<file path="config.mk">
export PLATFORM = sky130hd
export DESIGN_NAME = pipe_hazard_unit
export DESIGN_NICKNAME = d
export VERILOG_FILES = /design/src/rtl/pipe_hazard_pkg.sv /design/src/rtl/pipe_hazard_unit_fwd_select.sv /design/src/rtl/pipe_hazard_unit.sv
export SDC_FILE = /design/constraint.sdc
export NUM_CORES = 1
export LEC_CHECK = 0
export BUFFER_PORTS_ARGS = -buffer_cell sky130_fd_sc_hd__buf_4
export CORE_MARGIN = 2
export CORE_UTILIZATION = 35
export CTS_CLUSTER_SIZE = 40
export DETAILED_ROUTE_END_ITERATION = 10
export PLACE_DENSITY = 0.72
export SLEW_MARGIN = 20
export SYNTH_ARGS = -nofsm -noshare
export SYNTH_HDL_FRONTEND = slang
export SYNTH_SLANG_ARGS = --single-unit
export TNS_END_PERCENT = 50
</file>
<file path="constraint.sdc">
create_clock -name clk -period 1.9 [get_ports clk]
set_input_delay 0.19 -clock clk [delete_from_list [all_inputs] [get_ports clk]]
set_output_delay 0.19 -clock clk [all_outputs]
set_load 0.02 [all_outputs]
</file>
<file path="src/rtl/pipe_hazard_pkg.sv">
// Shared types and helpers for the LEGv8 hazard/forwarding controller.
package pipe_hazard_pkg;

  // Widest register address a scoreboard entry can hold; narrower REG_AW is zero-extended.
  localparam int SB_AW       = 8;
  localparam int FWD_REGFILE = 0;

  typedef struct packed {
    logic             valid;
    logic [SB_AW-1:0] rd;
    logic             regwrite;
    logic             is_load;
  } sb_entry_t;

  function automatic int fwd_w(input int num_stages);
    return (num_stages > 2) ? $clog2(num_stages) : 1;
  endfunction

endpackage

</file>
<file path="src/rtl/pipe_hazard_unit_fwd_select.sv">
// Youngest-match priority encoder for one EX operand; also flags a load in entry 0 feeding it.
module fwd_select
  import pipe_hazard_pkg::*;
#(
  parameter int NUM_STAGES = 3,
  parameter int REG_AW     = 5,
  parameter int ZERO_REG   = 31,
  parameter int FWD_W      = fwd_w(NUM_STAGES)
) (
  input  sb_entry_t [NUM_STAGES-1:0] i_entries,
  input  logic      [REG_AW-1:0]     i_src,
  input  logic                       i_used,
  output logic      [FWD_W-1:0]      o_sel,
  output logic                       o_load_hit
);

  logic [NUM_STAGES-1:0] w_match;
  logic                  w_unused;

  always_comb begin
    for (int j = 0; j < NUM_STAGES; j++)
      w_match[j] = i_entries[j].valid & i_entries[j].regwrite & i_used &
                   (i_entries[j].rd == SB_AW'(i_src)) &
                   (i_src != REG_AW'(ZERO_REG));
  end

  // The oldest entry writes the regfile before ID reads it, so it is never a source.
  always_comb begin
    o_sel = FWD_W'(FWD_REGFILE);
    for (int j = NUM_STAGES-2; j >= 0; j--)
      if (w_match[j]) o_sel = FWD_W'(j+1);
  end

  assign o_load_hit = w_match[0] & i_entries[0].is_load;
  assign w_unused   = ^{i_entries, w_match[NUM_STAGES-1]};

endmodule

</file>
<file path="src/rtl/pipe_hazard_unit.sv">
// Hazard/forwarding controller beside the ID stage: registered forward selects, load-use stall, branch flush.
// Optional perf counters enabled by defining HAZ_PERF_CNT_EN.
module pipe_hazard_unit
  import pipe_hazard_pkg::*;
#(
  parameter int NUM_STAGES = 3,
  parameter int REG_AW     = 5,
  parameter int ZERO_REG   = 31,
  parameter int BR_STAGE   = 1,
  localparam int FWD_W     = fwd_w(NUM_STAGES)
) (
  input  logic              clk,
  input  logic              reset,
  input  logic              id_valid,
  input  logic [REG_AW-1:0] id_rn,
  input  logic [REG_AW-1:0] id_rm,
  input  logic              id_rn_used,
  input  logic              id_rm_used,
  input  logic [REG_AW-1:0] id_rd,
  input  logic              id_regwrite,
  input  logic              id_is_load,
  input  logic              br_taken,
  output logic              stall_if,
  output logic              bubble_ex,
  output logic              flush,
  output logic [FWD_W-1:0]  fwd_a,
  output logic [FWD_W-1:0]  fwd_b,
  output logic [31:0]       stall_cycles,
  output logic [31:0]       flush_cycles
);

  sb_entry_t [NUM_STAGES-1:0] r_sb;
  sb_entry_t                  w_id_entry;
  logic [FWD_W-1:0]           w_sel_a, w_sel_b, r_fwd_a, r_fwd_b;
  logic                       w_ld_a, w_ld_b, w_load_use;

  fwd_select #(.NUM_STAGES(NUM_STAGES), .REG_AW(REG_AW), .ZERO_REG(ZERO_REG), .FWD_W(FWD_W)) u_fwd_a (
    .i_entries(r_sb), .i_src(id_rn), .i_used(id_valid & id_rn_used),
    .o_sel(w_sel_a), .o_load_hit(w_ld_a)
  );

  fwd_select #(.NUM_STAGES(NUM_STAGES), .REG_AW(REG_AW), .ZERO_REG(ZERO_REG), .FWD_W(FWD_W)) u_fwd_b (
    .i_entries(r_sb), .i_src(id_rm), .i_used(id_valid & id_rm_used),
    .o_sel(w_sel_b), .o_load_hit(w_ld_b)
  );

  assign w_load_use = w_ld_a | w_ld_b;
  assign flush      = br_taken;
  assign stall_if   = w_load_use & ~br_taken;
  assign bubble_ex  = stall_if;
  assign fwd_a      = r_fwd_a;
  assign fwd_b      = r_fwd_b;

  always_comb begin
    w_id_entry          = '0;
    w_id_entry.valid    = 1'b1;
    w_id_entry.rd       = SB_AW'(id_rd);
    w_id_entry.regwrite = id_regwrite;
    w_id_entry.is_load  = id_is_load;
  end

  // On a taken branch the instructions younger than it (entries 0..BR_STAGE-1) are wrong-path
  // and must not advance, so their shifted copies are cleared along with the dropped ID slot.
  always_ff @(posedge clk or posedge reset) begin
    if (reset) begin
      r_sb <= '0;
    end else begin
      r_sb[0] <= (id_valid & ~stall_if & ~flush) ? w_id_entry : '0;
      for (int k = 1; k < NUM_STAGES; k++)
        r_sb[k] <= (flush && k <= BR_STAGE) ? '0 : r_sb[k-1];
    end
  end

  always_ff @(posedge clk or posedge reset) begin
    if (reset) begin
      r_fwd_a <= '0;
      r_fwd_b <= '0;
    end else if (stall_if | flush) begin
      r_fwd_a <= FWD_W'(FWD_REGFILE);
      r_fwd_b <= FWD_W'(FWD_REGFILE);
    end else begin
      r_fwd_a <= w_sel_a;
      r_fwd_b <= w_sel_b;
    end
  end

`ifdef HAZ_PERF_CNT_EN
  logic [31:0] r_stall_cnt, r_flush_cnt;

  always_ff @(posedge clk or posedge reset) begin
    if (reset) begin
      r_stall_cnt <= '0;
      r_flush_cnt <= '0;
    end else begin
      if (stall_if && r_stall_cnt != '1) r_stall_cnt <= r_stall_cnt + 32'd1;
      if (flush    && r_flush_cnt != '1) r_flush_cnt <= r_flush_cnt + 32'd1;
    end
  end

  assign stall_cycles = r_stall_cnt;
  assign flush_cycles = r_flush_cnt;
`else
  assign stall_cycles = '0;
  assign flush_cycles = '0;
`endif

endmodule
</file>
==> reports/metrics.yaml <==
logic_synthesis:
  synth_area_per_cell_sq_um: 9.25
  synth-seq-area-share_pct: 33.4
  synth_cell_types: 22
  synth_area_sq_um: 1420
  yosys_warnings: 0
  ys_seq_elements: 19
  syn_inst: 154
global_route:
  overflow: 0
  grtUsageTotal_pct: 9.86
  grt_pass1_vias: 724
  grt_max_degree: 20
  grt_pass1_wl_um: 3230
  antenna_found_initial: 0
route:
  vias_per_cell: 3.77
  ant_nets: 0
  via_count: 887
  first_pass_iters: 4
  drt_drc_violations_left: 0
  routed_wl_um: 2330
  routedWlPerCell_um: 9.89
  drtIter0Drc: 47
cts:
  postCtsHoldBufs: 0
  clock_path_buffers: 2
  insertion_delay_ns: 0.26
  cts_tree: "yes"
  htree_levels: 1
  cts.sinks: 19
  path_clk_slew_ns: 0.07
  cts-root-buf: "clkbuf_8"
  cts_made_buffers: 3
setup_path:
  reg2reg_setup_slack_ns: 0.29
  cp-startpoint: "r_sb[3]$_DFF_PP0_"
  regToRegEndpoint: "r_sb[10]$_DFF_PP0_"
  crit_end: "stall_if"
  cp-end-kind: "output port"
  cp_max_fo: 4
  crit_type: "reg -> out"
  r2r-start: "r_sb[3]$_DFF_PP0_"
  critPathRequiredTime_ns: 1.71
  critPathArrivalTime_ns: 1.85
  worst-r2r-cell-count: 6
  cp-start-kind: "flip-flop"
sta:
  clock_skew_ns: 0.000801
  worst_slew_pin_slew_ns: 0.695
  tns_ns: -0.280
  setup_viol: 2
  post-route-period-util_pct: 107
  min_period_ns: 2.04
  setup_slack_ns: -0.141
  drv_slew: 0
  hold_viol_final: 0
  max_freq_mhz: 490
  rsz0062_at_grt: "yes"
  max_slew_margin_pct: 53.6
placement:
  place_ws_ns: 0.0706
  hpwl_um: 1900
  post_dp_cell_area_sq_um: 1440
  placement.io_buffers: 29
  gp_congestion: 0.899
cells_and_area:
  utilization_pct: 38.2
  final_common_cell: "conb_1"
  stdcell_area_sq_um: 1520
  drive_gt1_share_pct: 21.1
  regArea_sq_um: 475
  fin_nets: 209
  multiInputGateArea_sq_um: 682
  diodes: 0
  area_growth_pct: 6.50
  final_cell_mix: "64 x conb_1, 30 x buf_4, 19 x dfrtp_1"
  fill_cells: 421
die:
  die_y_um: 67.8
  core_region_area_sq_um: 3970
  die_area_sq_um: 4590
  num_rows: 23
  io_pins: 94
  die_x_um: 67.8
  initial_core_util_pct: 35.9
hold_path:
  holdCritPathClass: "in -> async"
power:
  powerDensity_nw_per_um2: 609
  ir_drop_uv: 222
  leakage_nw: 0.844
job:
  maxCapViolCount: 0
status:
  violations: "negative setup slack"
  outcome: "finished with violations"
## cells by family after synthesis
kind of cell           synth area share (%)
XOR/XNOR                               12.3
AND/OR/NAND/NOR                        15.5
buffers and inverters                  35.6
AO/OA/AOI/OAI                          2.99
other                                 0.263
flip-flops                             33.4
## layout make-up
| type | instances | share of cell area, % |
|---|---|---|
| clock buffer | 4 | 2.97 |
| sequential | 19 | 31.4 |
| timing repair buffer | 32 | 16.3 |
| tap | 50 | 4.13 |
| inverter | 1 | 0.248 |
| multi-input combinational | 129 | 45.0 |
## power by group
group          switching [W]  internal (W)  total (W)
sequential        0.00000908      0.000415   0.000424
combinational       0.000163     0.0000562   0.000219
clock               0.000131      0.000149   0.000280
total               0.000303      0.000621   0.000924
## through the flow
stage | hold slack (ns) | instances | power (W)
floorplan | 0.141 | 217 | 0.000692
CTS | 0.0660 | 234 | 0.000923
finish | 0.0370 | 235 | 0.000924
global route | 0.0958 | 235 | 0.000963
detailed placement | 0.343 | 228 | 0.000648
global placement | 0.337 | 228 | 0.000645
## flip-flops by register name, summed over array words and instances, names as in the netlist
register	flops
fwd_a	2
r_sb	15
fwd_b	2
## cell usage after synthesis
cell      number  share of area (%)
nand2_1        9                2.4
buf_4         66                 35
and3_1         2               0.88
conb_1         1               0.26
nor2_1         7                1.8
o21a_4         1                1.1
a31oi_1        2               0.88
xor2_1        14                8.6
and2_1         1               0.44
clkbuf_1       1               0.26
buf_1          1               0.26
nand3b_1       1               0.53
a211oi_1       2                1.1
dfrtp_1       19                 33
nand4_1        2               0.88
and2b_1        1               0.53
nor3b_1        2                1.1
nor4_1         4                1.8
nor2b_1        9                4.0
and4_1         2                1.2
inv_1          1               0.26
xnor2_1        6                3.7
## repair_timing
action,CTS,global route
setup buffers,2,1
setup endpoints to repair,2,2
hold endpoints to repair,0,0
gates resized for setup,1,4
pin swaps,4,6
## how the worst min path moves through the flow
| stage | startpoint | end | slack (ns) | cells past startpoint |
|---|---|---|---|---|
| 6_report | reset | r_sb[0]$_DFF_PP0_ | 0.04 | 2 |
| 5_1_grt | reset | r_sb[0]$_DFF_PP0_ | 0.1 | 2 |
| 4_1_cts | reset | r_sb[0]$_DFF_PP0_ | 0.07 | 2 |
| 3_5_place_dp | reset | r_sb[0]$_DFF_PP0_ | 0.34 | 2 |
| 3_3_place_gp | reset | r_sb[0]$_DFF_PP0_ | 0.34 | 2 |
| 2_1_floorplan | reset | fwd_a[0]$_DFF_PP0_ | 0.14 | 1 |
## critical path: stages (launching register included)
cell and delay [ns]:
dfrtp_1 0.42, xor2_1 0.16, nor4_1 0.29, and4_2 0.31, o21a_4 0.14, and2b_2 0.16
buf_6 0.12
## layer usage
| metal | up-vias | share of wire (%) | track usage, % |
|---|---|---|---|
| met2 | 56 | 52 | 18.6 |
| li1 | 422 | - | - |
| met1 | 402 | 33 | 9.45 |
| met4 | 0 | 2.8 | 6.75 |
| met5 | - | 0 | 0 |
| met3 | 7 | 12 | 2.00 |
Note: power is estimated with default switching activity, not from simulation.
